[src/rtl/iob_dbus_split_pkg.sv]
// Shared types and constants for the IOb data-bus address splitter.
package iob_dbus_split_pkg;

  typedef enum logic [1:0] {
    StIdle     = 2'd0,
    StWaitRsp  = 2'd1,
    StLocalRsp = 2'd2
  } state_t;

  localparam int unsigned ERR_RDATA = 0;

  function automatic logic sel_mapped(input int unsigned sel, input int unsigned n_slaves);
    return sel < n_slaves;
  endfunction

endpackage

[src/rtl/iob_dbus_split_timer.sv]
// Read timeout counter: cleared on a new read, counts while enabled, saturates at done.
module iob_dbus_split_timer #(
  parameter int unsigned TIMEOUT = 64
) (
  input  logic clk,
  input  logic rst_n,
  input  logic cke,
  input  logic clr,
  input  logic en,
  output logic done
);

  localparam int unsigned CNT_W = $clog2(TIMEOUT);

  logic [CNT_W-1:0] cnt;

  assign done = (cnt == CNT_W'(TIMEOUT - 1));

  always_ff @(posedge clk or negedge rst_n) begin
    if (!rst_n) begin
      cnt <= '0;
    end else if (cke) begin
      if (clr) begin
        cnt <= '0;
      end else if (en && !done) begin
        cnt <= cnt + 1'b1;
      end
    end
  end

endmodule

[src/rtl/iob_dbus_split.sv]
// Routes IOb data-bus requests to N_SLAVES targets by address, one outstanding read,
// with local error responses for unmapped reads and read timeouts.
module iob_dbus_split
  import iob_dbus_split_pkg::*;
#(
  parameter int unsigned ADDR_W   = 32,
  parameter int unsigned DATA_W   = 32,
  parameter int unsigned N_SLAVES = 3,
  parameter int unsigned SEL_W    = 2,
  parameter int unsigned TIMEOUT  = 64
) (
  input  logic                       clk_i,
  input  logic                       arst_i,
  input  logic                       cke_i,
  input  logic                       s_avalid_i,
  input  logic [ADDR_W-1:0]          s_addr_i,
  input  logic [DATA_W-1:0]          s_wdata_i,
  input  logic [DATA_W/8-1:0]        s_wstrb_i,
  output logic                       s_ready_o,
  output logic                       s_rvalid_o,
  output logic [DATA_W-1:0]          s_rdata_o,
  output logic                       s_rerr_o,
  output logic [N_SLAVES-1:0]        m_avalid_o,
  output logic [ADDR_W-1:0]          m_addr_o,
  output logic [DATA_W-1:0]          m_wdata_o,
  output logic [DATA_W/8-1:0]        m_wstrb_o,
  input  logic [N_SLAVES-1:0]        m_ready_i,
  input  logic [N_SLAVES-1:0]        m_rvalid_i,
  input  logic [N_SLAVES*DATA_W-1:0] m_rdata_i,
  output logic                       fault_o
);

  localparam int unsigned N_SEL = 1 << SEL_W;

  state_t              state;
  logic [SEL_W-1:0]    sel;
  logic [SEL_W-1:0]    pend_sel;
  logic [N_SEL-1:0]    ready_ext;
  logic [N_SEL-1:0]    rvalid_ext;
  logic [N_SEL*DATA_W-1:0] rdata_ext;
  logic mapped, is_read, go, rsp_now, tmo, acc, tmr_done, waiting, local_rsp, fault;

  // Zero-extend slave vectors to the full select range so any sel value indexes safely.
  assign ready_ext  = N_SEL'(m_ready_i);
  assign rvalid_ext = N_SEL'(m_rvalid_i);
  assign rdata_ext  = (N_SEL*DATA_W)'(m_rdata_i);

  assign sel       = s_addr_i[ADDR_W-2 -: SEL_W];
  assign mapped    = sel_mapped(32'(sel), N_SLAVES);
  assign is_read   = (s_wstrb_i == '0);
  assign waiting   = (state == StWaitRsp);
  assign local_rsp = (state == StLocalRsp);
  assign rsp_now   = waiting && rvalid_ext[pend_sel];
  assign tmo       = waiting && !rsp_now && tmr_done;
  assign go        = (state == StIdle) || rsp_now;

  assign s_ready_o = go && (mapped ? ready_ext[sel] : 1'b1);
  assign acc       = s_avalid_i && s_ready_o;

  always_comb begin
    m_avalid_o = '0;
    for (int unsigned k = 0; k < N_SLAVES; k++) begin
      m_avalid_o[k] = mapped && s_avalid_i && go && (32'(sel) == k);
    end
  end

  assign m_addr_o  = s_addr_i;
  assign m_wdata_o = s_wdata_i;
  assign m_wstrb_o = s_wstrb_i;

  assign s_rvalid_o = rsp_now || tmo || local_rsp;
  assign s_rerr_o   = tmo || local_rsp;
  assign s_rdata_o  = rsp_now ? rdata_ext[32'(pend_sel)*DATA_W +: DATA_W] : DATA_W'(ERR_RDATA);
  assign fault_o    = fault;

  iob_dbus_split_timer #(
    .TIMEOUT(TIMEOUT)
  ) u_timer (
    .clk  (clk_i),
    .rst_n(arst_i),
    .cke  (cke_i),
    .clr  (acc && mapped && is_read),
    .en   (waiting && !rsp_now),
    .done (tmr_done)
  );

  always_ff @(posedge clk_i or negedge arst_i) begin
    if (!arst_i) begin
      state    <= StIdle;
      pend_sel <= '0;
      fault    <= 1'b0;
    end else if (cke_i) begin
      if (acc && is_read && mapped) begin
        state    <= StWaitRsp;
        pend_sel <= sel;
      end else if (acc && is_read) begin
        state <= StLocalRsp;
      end else if (rsp_now || tmo || local_rsp) begin
        state <= StIdle;
      end
      // Unmapped writes are silently dropped but still flag the fault.
      if (tmo || local_rsp || (acc && !is_read && !mapped)) begin
        fault <= 1'b1;
      end
    end
  end

endmodule
[config.mk]
export PLATFORM = sky130hd
export DESIGN_NAME = iob_dbus_split
export DESIGN_NICKNAME = d
export VERILOG_FILES = /design/src/rtl/iob_dbus_split_pkg.sv /design/src/rtl/iob_dbus_split_timer.sv /design/src/rtl/iob_dbus_split.sv
export SDC_FILE = /design/constraint.sdc
export NUM_CORES = 1
export LEC_CHECK = 0
export ABC_AREA = 1
export BUFFER_PORTS_ARGS = -buffer_cell sky130_fd_sc_hd__clkbuf_2
export CORE_AREA = 2 2 108 110
export CTS_CLUSTER_SIZE = 12
export DETAILED_ROUTE_END_ITERATION = 7
export DIE_AREA = 0 0 110 112
export SLEW_MARGIN = 5
export SYNTH_ARGS = -nofsm -noshare
export SYNTH_HDL_FRONTEND = slang
export SYNTH_SLANG_ARGS = --single-unit
[constraint.sdc]
create_clock -name clk_i -period 3.6 [get_ports clk_i]
set_input_delay 0.18 -clock clk_i [delete_from_list [all_inputs] [get_ports clk_i]]
set_output_delay 0.18 -clock clk_i [all_outputs]
set_load 0.02 [all_outputs]
==> flow_summary.rst, run 1 <==
.. list-table::
   :header-rows: 1

   * - Metric
     - Value
   * - Run status
     - completed
   * - Setup CP Type
     - reg2out
   * - Kind of cell with the highest combined delay on the critical path
     - simple AND/OR/NAND/NOR gates
   * - CP Capture Type
     - output pin
   * - Final Slew Violations
     - 0
   * - Cts bufs inserted
     - 3
   * - Arrival @ worst endpoint
     - 2560 ps
   * - Row count
     - 39
   * - Die boundary width
     - 110 um
   * - Register bit total from synthesis
     - 11
   * - Core Footprint
     - between 0.01 and 0.015 mm^2
   * - Unrepaired setup endpoints after global routing
     - false
   * - Largest net degree at the start of global routing
     - 36
   * - Antenna Cells
     - 0
   * - Area of the mapped netlist
     - 0.00210 mm^2
   * - Fin crit share
     - 76.1%
   * - Detailed-route wire length
     - a little under 8 mm
   * - Clock net sink count
     - 11
   * - Synth top area share
     - about a quarter
   * - Total Power Consumption
     - approximately 830 uW
   * - Die Footprint
     - between 0.01 and 0.015 mm^2
   * - CTS root buffer
     - sky130_fd_sc_hd__clkbuf_16
   * - Post-synthesis cell type with the largest combined area
     - sky130_fd_sc_hd__buf_4
   * - Sequential element share of the synthesized area
     - roughly an eighth
   * - Insertion delay to the later sink of the worst-skew pair
     - approximately 240 ps
   * - Largest cells by area after synthesis
     - sky130_fd_sc_hd__buf_4 (25%), sky130_fd_sc_hd__a2bb2oi_1 (13%), sky130_fd_sc_hd__dfrtp_1 (13%)
   * - Critical-path cell with the highest stage delay
     - sky130_fd_sc_hd__dfrtp_1
   * - Mean cell area of the mapped netlist
     - between 6 and 7 um^2
   * - Syn-to-layout area delta
     - 21.6%
   * - Worst slew slack as a fraction of its limit
     - between 50% and 60%
   * - Sum of net half-perimeters after detailed placement
     - 6.31 mm
   * - Maximum single-stage delay on the critical path
     - around 700 ps
   * - Post-route DRC violation count
     - 0
   * - Fmax
     - 365 MHz
   * - Final Core Density
     - between 20% and 30%
   * - Total number of H-tree levels
     - 1
   * - TritonRoute pass-1 iters
     - 4
   * - Clock period minus worst slack
     - ~2700 ps
   * - Largest vdd supply drop
     - around 0.00018 V
   * - CP Data Required Time
     - ~3400 ps
   * - Most common library cell in the layout ignoring fill and taps
     - sky130_fd_sc_hd__clkbuf_2
   * - Max FO, Critical Path
     - 35
   * - Setup fix buffers added after clock tree synthesis
     - 0
   * - Tightest Pin Transition
     - a little over 700 ps
   * - Number of global-route vias before repair
     - about 2200
   * - Number of antenna violations at the first check in global routing
     - 0
   * - Total nets after synthesis
     - approximately 500
   * - Hold violation total from the final report
     - 0
   * - Post-Syn Instances
     - ~320
   * - CP Launch Type
     - flop
   * - GRT Overall Usage
     - around 11%
   * - Via count
     - between 2000 and 2500
   * - Final weighted congestion of routability-driven global placement
     - between 0.7 and 0.8
   * - Die span in y
     - about 110 um
   * - Wire per inst
     - 14.5 um
   * - TritonCTS clock tree
     - built
   * - Number of DRC markers after the initial detailed-route iteration
     - between 90 and 100
   * - Worst clock skew
     - a little over 0.9 ps
   * - Post-DP Area
     - around 0.0025 mm^2
   * - Cell breakdown of the critical path
     - buf_4 > nand2_4 > nand3_4 > nand2_4 > nand2_2 > inv_1 > nor2_1 > inv_1 > clkbuf_2
   * - Setup-failing EPs final
     - 0
   * - Most used cells in the layout excluding fill and tap cells
     - sky130_fd_sc_hd__clkbuf_2 (156), sky130_fd_sc_hd__nor2_1 (72), sky130_fd_sc_hd__o21ai_0 (33)
   * - Warnings from Yosys
     - 0
   * - Final standard cell area without fillers
     - between 0.002 and 0.003 mm^2
   * - Post-route ant nets
     - 0
   * - Count of max-cap constraint violations
     - 0
   * - Input/output buffers
     - roughly 160
   * - Remaining Overflow, GRT
     - 0
   * - Via density
     - 4.40
   * - Starting utilization of the core area
     - 18.8%
   * - CTS clk-pin slew, worst paths
     - roughly 40 ps
   * - Post-route setup TNS
     - 0 ps
   * - Clock Tree Buf Depth
     - 2
   * - Post-synthesis cell type count
     - 30
   * - Static power due to leakage
     - 1.46 nW
   * - Share of final-layout standard cells stronger than drive strength 1
     - between 40% and 50%
   * - Number of top-level pins
     - about 280
   * - P per Cell Area
     - ~330 mW/mm^2
   * - Final-layout fill cell count
     - 1263
   * - First-pass GRT wire length
     - 11.0 mm
   * - Kind of path behind the tightest hold check
     - in2reg
   * - Combined buffer and inverter count along the critical path
     - 4
   * - Number of nets in the final layout
     - roughly 570
==> path summary, 6_finish.rpt <==
kind                                          from                         end  slack [ps]  cells after the start
min in group asynchronous                   arst_i  u_timer.cnt[1]$_DFFE_PN0P_         370                      2
hold reg to reg                fault_o$_DFFE_PN0P_         fault_o$_DFFE_PN0P_         480                      2
hold / removal                        s_addr_i[30]        state[1]$_DFFE_PN0P_         280                      3
setup reg to reg           pend_sel[0]$_DFFE_PN0P_  u_timer.cnt[4]$_DFFE_PN0P_        1100                      8
max in group asynchronous                   arst_i     pend_sel[0]$_DFFE_PN0P_        2990                      2
setup / recovery           pend_sel[0]$_DFFE_PN0P_                  s_rvalid_o         860                      9
==> layer usage <==
metal	track usage, %	wire, um
met1	13.5	3150
met2	20.2	3780
met3	3.92	809
met4	1.86	76
met5	0	0
==> power by group <==
| part | switching, mW | internal (mW) |
|---|---|---|
| logic | 0.275 | 0.185 |
| registers | 0.0236 | 0.143 |
| clock network | 0.0586 | 0.149 |
| total | 0.357 | 0.477 |
==> Yosys cell counts, drive strengths merged <==
cell,count
a21boi,1
a2bb2oi,32
and2,1
buf,72
clkbuf,15
dfrtp,11
ha,1
inv,15
nand2,31
nand3,17
nand3b,1
nand4,6
nor2,74
nor3,3
nor3b,1
o21ai,35
or2,1
xnor2,2
xor2,2
==> repair_timing <==
item,4_1_cts,5_1_grt
gates resized for setup,0,0
hold endpoints to repair,11,0
hold buffers,1,0
==> sequential cells by signal, indices dropped and copies added (netlist names) <==
| signal | cells |
|---|---|
| u_timer.cnt | 6 |
| pend_sel | 2 |
| state | 2 |
| fault_o | 1 |
==> logic make-up (layout without fill, tap and decap cells) <==
| logic type | Yosys count | after routing | share of synthesized area [%] |
|---|---|---|---|
| and+or+nand+nor | 135 | 135 | 30.6 |
| adders and majority gates | 1 | 1 | 0.596 |
| DFF | 11 | 11 | 13.1 |
| buffers and inverters | 102 | 177 | 31.6 |
| xor gates and xnor gates | 4 | 4 | 1.67 |
| AOI/OAI and AO/OA | 68 | 68 | 22.4 |
==> metrics by stage <==
step           std cells  setup WS, ps  hold WS, ps
2_1_floorplan        321          2010         -116
3_3_place_gp         534          1150         92.7
3_5_place_dp         534          1060         94.6
4_1_cts              539           800          275
5_1_grt              539           578          306
6_report             539           859          283
==> worst register-to-register path, stage by stage (launching register included) <==
cell and delay (ps):
sky130_fd_sc_hd__dfrtp_1 580, sky130_fd_sc_hd__nor2_8 510, sky130_fd_sc_hd__nand2_2 160, sky130_fd_sc_hd__nand2_4 120, sky130_fd_sc_hd__nand2_2 410, sky130_fd_sc_hd__nand2_1 270, sky130_fd_sc_hd__nand4_1 170, sky130_fd_sc_hd__nand4_1 120
sky130_fd_sc_hd__nand2_1 60
==> final cells by class <==
cell class | count | area, um^2 | area share (%)
multi-input cells | 208 | 1160 | 45.4
repair buffers | 158 | 798 | 31.3
flip-flops and latches | 11 | 275 | 10.8
well taps | 143 | 179 | 7.01
clock buffers | 4 | 78.8 | 3.09
inverters | 15 | 61.3 | 2.40
Power figures use the tool's default switching activity.
==> inputs of run 2 (changes only) <==
clock period = 2.5 ns   (was 3.6 ns; I/O delays follow)
==> run 2 against run 1 <==
First-iteration DRC count up 42%. Total power up 45%. Global-route usage up 0.074 points. Clock skew up 1.0 ps. Cell count up 0.93%. Utilization up 0.34 points. Critical path depth down 1.
==> flow_summary.rst, run 2 (same netlist as run 1, synthesis figures left out) <==
.. list-table::
   :header-rows: 1

   * - Metric
     - Value
   * - Kind of path behind the tightest hold check
     - in2reg
   * - Max reg flops
     - 6
   * - Via count
     - 2400
   * - Wire per inst
     - 14.4 um
   * - Share of final-layout standard cells stronger than drive strength 1
     - between 40 and 50%
   * - Final weighted congestion of routability-driven global placement
     - slightly above 0.7
   * - Post-route ant nets
     - 0
   * - Sum of net half-perimeters after detailed placement
     - 6.43 mm
   * - Die span in y
     - around 110 um
   * - Total number of H-tree levels
     - 1
   * - Remaining Overflow, GRT
     - 0
   * - CP Capture Type
     - output pin
   * - Most used cells in the layout excluding fill and tap cells
     - sky130_fd_sc_hd__clkbuf_2 (156), sky130_fd_sc_hd__nor2_1 (72), sky130_fd_sc_hd__o21ai_0 (33)
   * - Via density
     - roughly 4.4
   * - First-pass GRT wire length
     - 11.2 mm
   * - Register with the most flip-flops
     - u_timer.cnt
   * - Number of nets in the final layout
     - between 500 and 600
   * - Fin crit share
     - between 80 and 90%
   * - Arrival @ worst endpoint
     - approximately 2100 ps
   * - Input/output buffers
     - about 160
   * - CP Data Required Time
     - about 2400 ps
   * - Insertion delay to the later sink of the worst-skew pair
     - around 240 ps
   * - P per Cell Area
     - ~470 mW/mm^2
   * - Clock net sink count
     - 11
   * - Number of global-route vias before repair
     - roughly 2300
   * - Setup CP Type
     - reg2out
   * - GRT Overall Usage
     - a little under an eighth
   * - Largest vdd supply drop
     - between 0.0002 and 0.00025 V
   * - Final Slew Violations
     - 0
   * - CP Launch Type
     - flop
   * - Post-DP Area
     - approximately 0.0025 mm^2
   * - Row count
     - 39
   * - Post-route DRC violation count
     - 0
   * - Count of max-cap constraint violations
     - 0
   * - Max FO, Critical Path
     - 21
   * - TritonRoute pass-1 iters
     - 4
   * - Clock Tree Buf Depth
     - 2
   * - Worst slew slack as a fraction of its limit
     - between 60% and 70%
   * - Clock period minus worst slack
     - 2230 ps
   * - Syn-to-layout area delta
     - 23.4%
   * - Static power due to leakage
     - around 1.5 nW
   * - CTS resizes
     - 0
   * - Number of antenna violations at the first check in global routing
     - 0
   * - Core Footprint
     - ~0.011 mm^2
   * - CTS root buffer
     - sky130_fd_sc_hd__clkbuf_16
   * - Most common library cell in the layout ignoring fill and taps
     - sky130_fd_sc_hd__clkbuf_2
   * - Unrepaired setup endpoints after global routing
     - false
   * - Largest net degree at the start of global routing
     - 33
   * - Number of top-level pins
     - ~280
   * - Tightest Pin Transition
     - between 500 and 600 ps
   * - Hold violation total from the final report
     - 0
   * - Die boundary width
     - 110 um
   * - Number of DRC markers after the initial detailed-route iteration
     - about 130
   * - Largest registers
     - u_timer.cnt: 6 flops, pend_sel: 2 flops, state: 2 flops
   * - Final standard cell area without fillers
     - about 0.0026 mm^2
   * - Detailed-route wire length
     - approximately 7.8 mm
   * - Setup-failing EPs final
     - 0
   * - Fmax
     - 449 MHz
   * - Post-route setup TNS
     - 0 ps
   * - CTS clk-pin slew, worst paths
     - ~40 ps
   * - Die Footprint
     - 0.0123 mm^2
   * - TritonCTS clock tree
     - built
   * - Starting utilization of the core area
     - between 10% and 20%
   * - Cts bufs inserted
     - 3
   * - Worst clock skew
     - between 1.5 and 2 ps
   * - Antenna Cells
     - 0
   * - Run status
     - completed
[run 2: through the flow]
| stage | instances | hold slack (ps) | power, mW | utilization (%) | worst slack [ps] |
|---|---|---|---|---|---|
| floorplan | 321 | -171 | 0.829 | - | 926 |
| global placement | 539 | 22.9 | 0.910 | 22.4 | 570 |
| detailed placement | 539 | 26.1 | 0.926 | 22.4 | 465 |
| CTS | 544 | 218 | 1.23 | 23.2 | 205 |
| global route | 544 | 250 | 1.31 | 23.2 | 94.5 |
| finish | 544 | 224 | 1.21 | 23.2 | 275 |
[run 2: layer usage]
layer | GRT usage (%) | up-vias | share of wire [%]
met5 | 0 | - | 0
met2 | 21.3 | 133 | 51
met3 | 2.58 | 14 | 9.2
met1 | 13.4 | 1091 | 39
met4 | 2.45 | 0 | 1.1
li1 | - | 1162 | -
[run 2: path summary, 6_finish.rpt]
| path | startpoint | slack, ps | cells after the start | endpoint |
|---|---|---|---|---|
| setup / recovery | pend_sel[0]$_DFFE_PN0P_ | 270 | 8 | s_rdata_o[21] |
| hold / removal | s_addr_i[30] | 220 | 3 | state[1]$_DFFE_PN0P_ |
| setup reg to reg | pend_sel[0]$_DFFE_PN0P_ | 580 | 9 | u_timer.cnt[2]$_DFFE_PN0P_ |
| hold reg to reg | fault_o$_DFFE_PN0P_ | 470 | 2 | fault_o$_DFFE_PN0P_ |
| max in group asynchronous | arst_i | 1980 | 2 | state[1]$_DFFE_PN0P_ |
| min in group asynchronous | arst_i | 290 | 2 | u_timer.cnt[2]$_DFFE_PN0P_ |
[run 2: timing repair]
item | in CTS | in global routing
hold buffers | 1 | 0
buffers inserted | 0 | 0
endpoints found under the hold margin | 11 | 0
[run 2: critical path, stage by stage (launching register included)]
cell and delay, ps:
sky130_fd_sc_hd__dfrtp_1 700, sky130_fd_sc_hd__inv_6 40, sky130_fd_sc_hd__nand2_4 80, sky130_fd_sc_hd__nand3_4 80, sky130_fd_sc_hd__nand2_4 80, sky130_fd_sc_hd__nand2_2 250
sky130_fd_sc_hd__buf_4 310, sky130_fd_sc_hd__nor2_1 130, sky130_fd_sc_hd__clkbuf_2 180
[run 2: layout make-up]
class,instances,area [um^2]
timing repair buffer,163,836
tap,143,179
multi-input combinational,208,1160
inverter,15,61.3
fill,1286,8580
sequential,11,275
clock buffer,4,78.8
[run 2: power by group]
part / internal (mW) / switching [mW]
registers: 0.206 / 0.0335
logic: 0.280 / 0.396
clock network: 0.214 / 0.0769
==> inputs of run 3 (changes only) <==
CORE_AREA = 2 2 109 111   (was 2 2 108 110)
DIE_AREA = 0 0 111 113   (was 0 0 110 112)
SETUP_SLACK_MARGIN = 0.2   (was default)
SLEW_MARGIN = 20   (was 5)
clock period = 2.25 ns   (was 2.5 ns; I/O delays follow)
==> run 3 against run 2 <==
Sequential share of layout area barely moved. Setup slack gained 61 ps. Count of clock-buffer cells in the layout did not move. Utilization fell by 0.10 points. Non-clock buffer count grew 1. Clock power rose by 13%. Cell count grew 0.18%. Via count down 2.1%. Cell area increased by 0.43%. Register-to-register slack got worse by 40 ps. Global-route usage shrank 0.97 points. Clock skew is 2.3 ps higher.
==> flow_summary.rst, run 3 (same netlist as run 1, synthesis figures left out) <==
.. list-table::
   :header-rows: 1

   * - Metric
     - Value
   * - R2R Path End
     - u_timer.cnt[3]$_DFFE_PN0P_
   * - Largest vdd supply drop
     - about 0.00022 V
   * - Syn-to-layout area delta
     - 24.0%
   * - Post-DP Area
     - around 0.0025 mm^2
   * - Internal power summed over all cells
     - slightly below 800 uW
   * - Remaining Overflow, GRT
     - 0
   * - Die boundary width
     - between 100 and 150 um
   * - CP Capture Type
     - output pin
   * - Switching power share of the total
     - between 40% and 50%
   * - Clock network fraction of total power
     - approximately 25%
   * - Post-route setup TNS
     - 0 ps
   * - Setup CP Type
     - reg2out
   * - CTS root buffer
     - sky130_fd_sc_hd__clkbuf_16
   * - Sum of net half-perimeters after detailed placement
     - 6.02 mm
   * - Hold Slack
     - around 200 ps
   * - Count of cells along the worst register-to-register path
     - 10
   * - Input/output buffers
     - 156
   * - Number of global-route vias before repair
     - 2264
   * - Max reg flops
     - 6
   * - Via density
     - between 4 and 5
   * - Most common library cell in the layout ignoring fill and taps
     - sky130_fd_sc_hd__clkbuf_2
   * - Critical-path cell with the highest stage delay
     - sky130_fd_sc_hd__dfrtp_2
   * - RR Startpoint
     - pend_sel[0]$_DFFE_PN0P_
   * - Post-route ant nets
     - 0
   * - Total number of H-tree levels
     - 1
   * - First-pass GRT wire length
     - 11.2 mm
   * - Clock period minus worst slack
     - 1910 ps
   * - Die span in y
     - 113 um
   * - Launching element of the worst setup path
     - pend_sel[0]$_DFFE_PN0P_
   * - P per Cell Area
     - slightly above 500 mW/mm^2
   * - Clock Tree Buf Depth
     - 2
   * - Largest net degree at the start of global routing
     - 33
   * - Number of DRC markers after the initial detailed-route iteration
     - 82
   * - Cts bufs inserted
     - 3
   * - Static power due to leakage
     - 1.48 nW
   * - Number of nets in the final layout
     - between 500 and 600
   * - Register with the most flip-flops
     - u_timer.cnt
   * - Number of antenna violations at the first check in global routing
     - 0
   * - GRT Overall Usage
     - 10.6%
   * - Starting utilization of the core area
     - 18.6%
   * - Sequential fraction of design power
     - 20.0%
   * - Hold violation total from the final report
     - 0
   * - Combinational group share of total power
     - 55.4%
   * - Min-Delay Startpoint
     - s_addr_i[30]
   * - Max FO, Critical Path
     - 19
   * - Final Slew Violations
     - 0
   * - Number of cells on the worst hold path
     - 3
   * - R2R setup slack
     - roughly 540 ps
   * - Post-route DRC violation count
     - 0
   * - CP Launch Type
     - flop
   * - Sw power
     - 557 uW
   * - Worst clock skew
     - approximately 4.2 ps
   * - CTS clk-pin slew, worst paths
     - approximately 40 ps
   * - TritonCTS clock tree
     - built
   * - Tightest Pin Transition
     - ~360 ps
   * - Count of max-cap constraint violations
     - 0
   * - Setup-failing EPs final
     - 0
   * - Fmax
     - 522 MHz
   * - Clock net sink count
     - 11
   * - Final standard cell area without fillers
     - approximately 0.0026 mm^2
   * - Cell breakdown of the critical path
     - inv_6 > nand2_4 > nand3_4 > nand2_4 > nand2_2 > buf_4 > inv_1 > nor2_1 > inv_1 > clkbuf_2
   * - Arrival @ worst endpoint
     - 1800 ps
   * - Final weighted congestion of routability-driven global placement
     - about 0.79
   * - Hold path endpoint
     - state[1]$_DFFE_PN0P_
   * - Antenna Cells
     - 0
   * - Combined buffer and inverter count along the critical path
     - 5
   * - Core Footprint
     - roughly 0.011 mm^2
   * - Largest registers
     - u_timer.cnt: 6 flops, pend_sel: 2 flops, state: 2 flops
   * - Unrepaired setup endpoints after global routing
     - true
   * - CP Data Required Time
     - 2140 ps
   * - Maximum single-stage delay on the critical path
     - roughly 510 ps
   * - Detailed-route wire length
     - between 7 and 8 mm
   * - Insertion delay to the later sink of the worst-skew pair
     - 240 ps
   * - Worst slew slack as a fraction of its limit
     - around three quarters
   * - Row count
     - 39
   * - Die Footprint
     - around 0.013 mm^2
   * - Fin crit share
     - a little under nine tenths
   * - Number of top-level pins
     - 281
   * - Via count
     - approximately 2400
   * - Run status
     - completed
   * - Wire per inst
     - roughly 13 um
   * - TritonRoute pass-1 iters
     - 4
   * - Kind of cell with the highest combined delay on the critical path
     - buffers and inverters
   * - Share of final-layout standard cells stronger than drive strength 1
     - a little under half
   * - Kind of path behind the tightest hold check
     - in2reg
   * - Most used cells in the layout excluding fill and tap cells
     - sky130_fd_sc_hd__clkbuf_2 (156), sky130_fd_sc_hd__nor2_1 (72), sky130_fd_sc_hd__o21ai_0 (33)
==> run 3: changes by cell type in the layout (fill, tap and decap cells not counted) <==
cell,before,now
sky130_fd_sc_hd__dfrtp_1,11,10
sky130_fd_sc_hd__buf_4,6,7
sky130_fd_sc_hd__inv_4,0,1
sky130_fd_sc_hd__inv_2,1,0
sky130_fd_sc_hd__dfrtp_2,0,1
==> run 3: how the worst max path moves through the flow <==
| stage | to | slack (ps) | depth (start not counted) |
|---|---|---|---|
| 2_1_floorplan | state[0]$_DFFE_PN0P_ | 680 | 10 |
| 3_3_place_gp | u_timer.cnt[3]$_DFFE_PN0P_ | 430 | 10 |
| 3_5_place_dp | u_timer.cnt[3]$_DFFE_PN0P_ | 350 | 10 |
| 4_1_cts | s_rvalid_o | 290 | 10 |
| 5_1_grt | s_rvalid_o | 170 | 10 |
| 6_report | s_rvalid_o | 340 | 10 |
==> run 3: per-stage QoR <==
step,power (mW),setup slack [ps],utilization (%),instances
after floorplan,0.921,676,-,321
after global placement,1.01,427,22.3,540
after detailed placement,1.02,354,22.3,540
after CTS,1.35,293,23.1,545
after global routing,1.45,174,23.1,545
final,1.34,335,23.1,545
==> run 3: timing repair <==
action,CTS,global route
setup buffers,0,0
resized for setup,1,2
hold endpoints to repair,11,0
endpoints found under the setup margin,2,1
hold buffers,1,0
==> run 3: power groups by stage <==
stage	combinational [mW]	clock [mW]	sequential, mW
floorplan	0.669	0	0.252
global placement	0.745	0	0.269
detailed placement	0.750	0	0.269
CTS	0.754	0.330	0.267
global route	0.832	0.343	0.274
finish	0.741	0.330	0.267
==> run 3: area by class of cell <==
type / instances / area [um^2]
clock buffers: 4 / 78.8
fillers: 1280 / 8670
inverters: 15 / 63.8
multi-input cells: 208 / 1160
flip-flops and latches: 11 / 277
well taps: 143 / 179
repair buffers: 164 / 843
==> run 3: per-layer routing <==
metal	up-vias	part of all wire, %	wire [um]	GRT usage, %
li1	1167	-	-	-
met1	1047	40	2830	12.3
met2	128	50	3520	19.0
met3	8	9.9	705	3.75
met4	0	0.68	48	1.83
met5	-	0	0	0
==> run 3: worst min-delay path: stages <==
cell	delay (ps)
sky130_fd_sc_hd__clkbuf_2	140
sky130_fd_sc_hd__nand4_1	110
sky130_fd_sc_hd__nand2_1	50
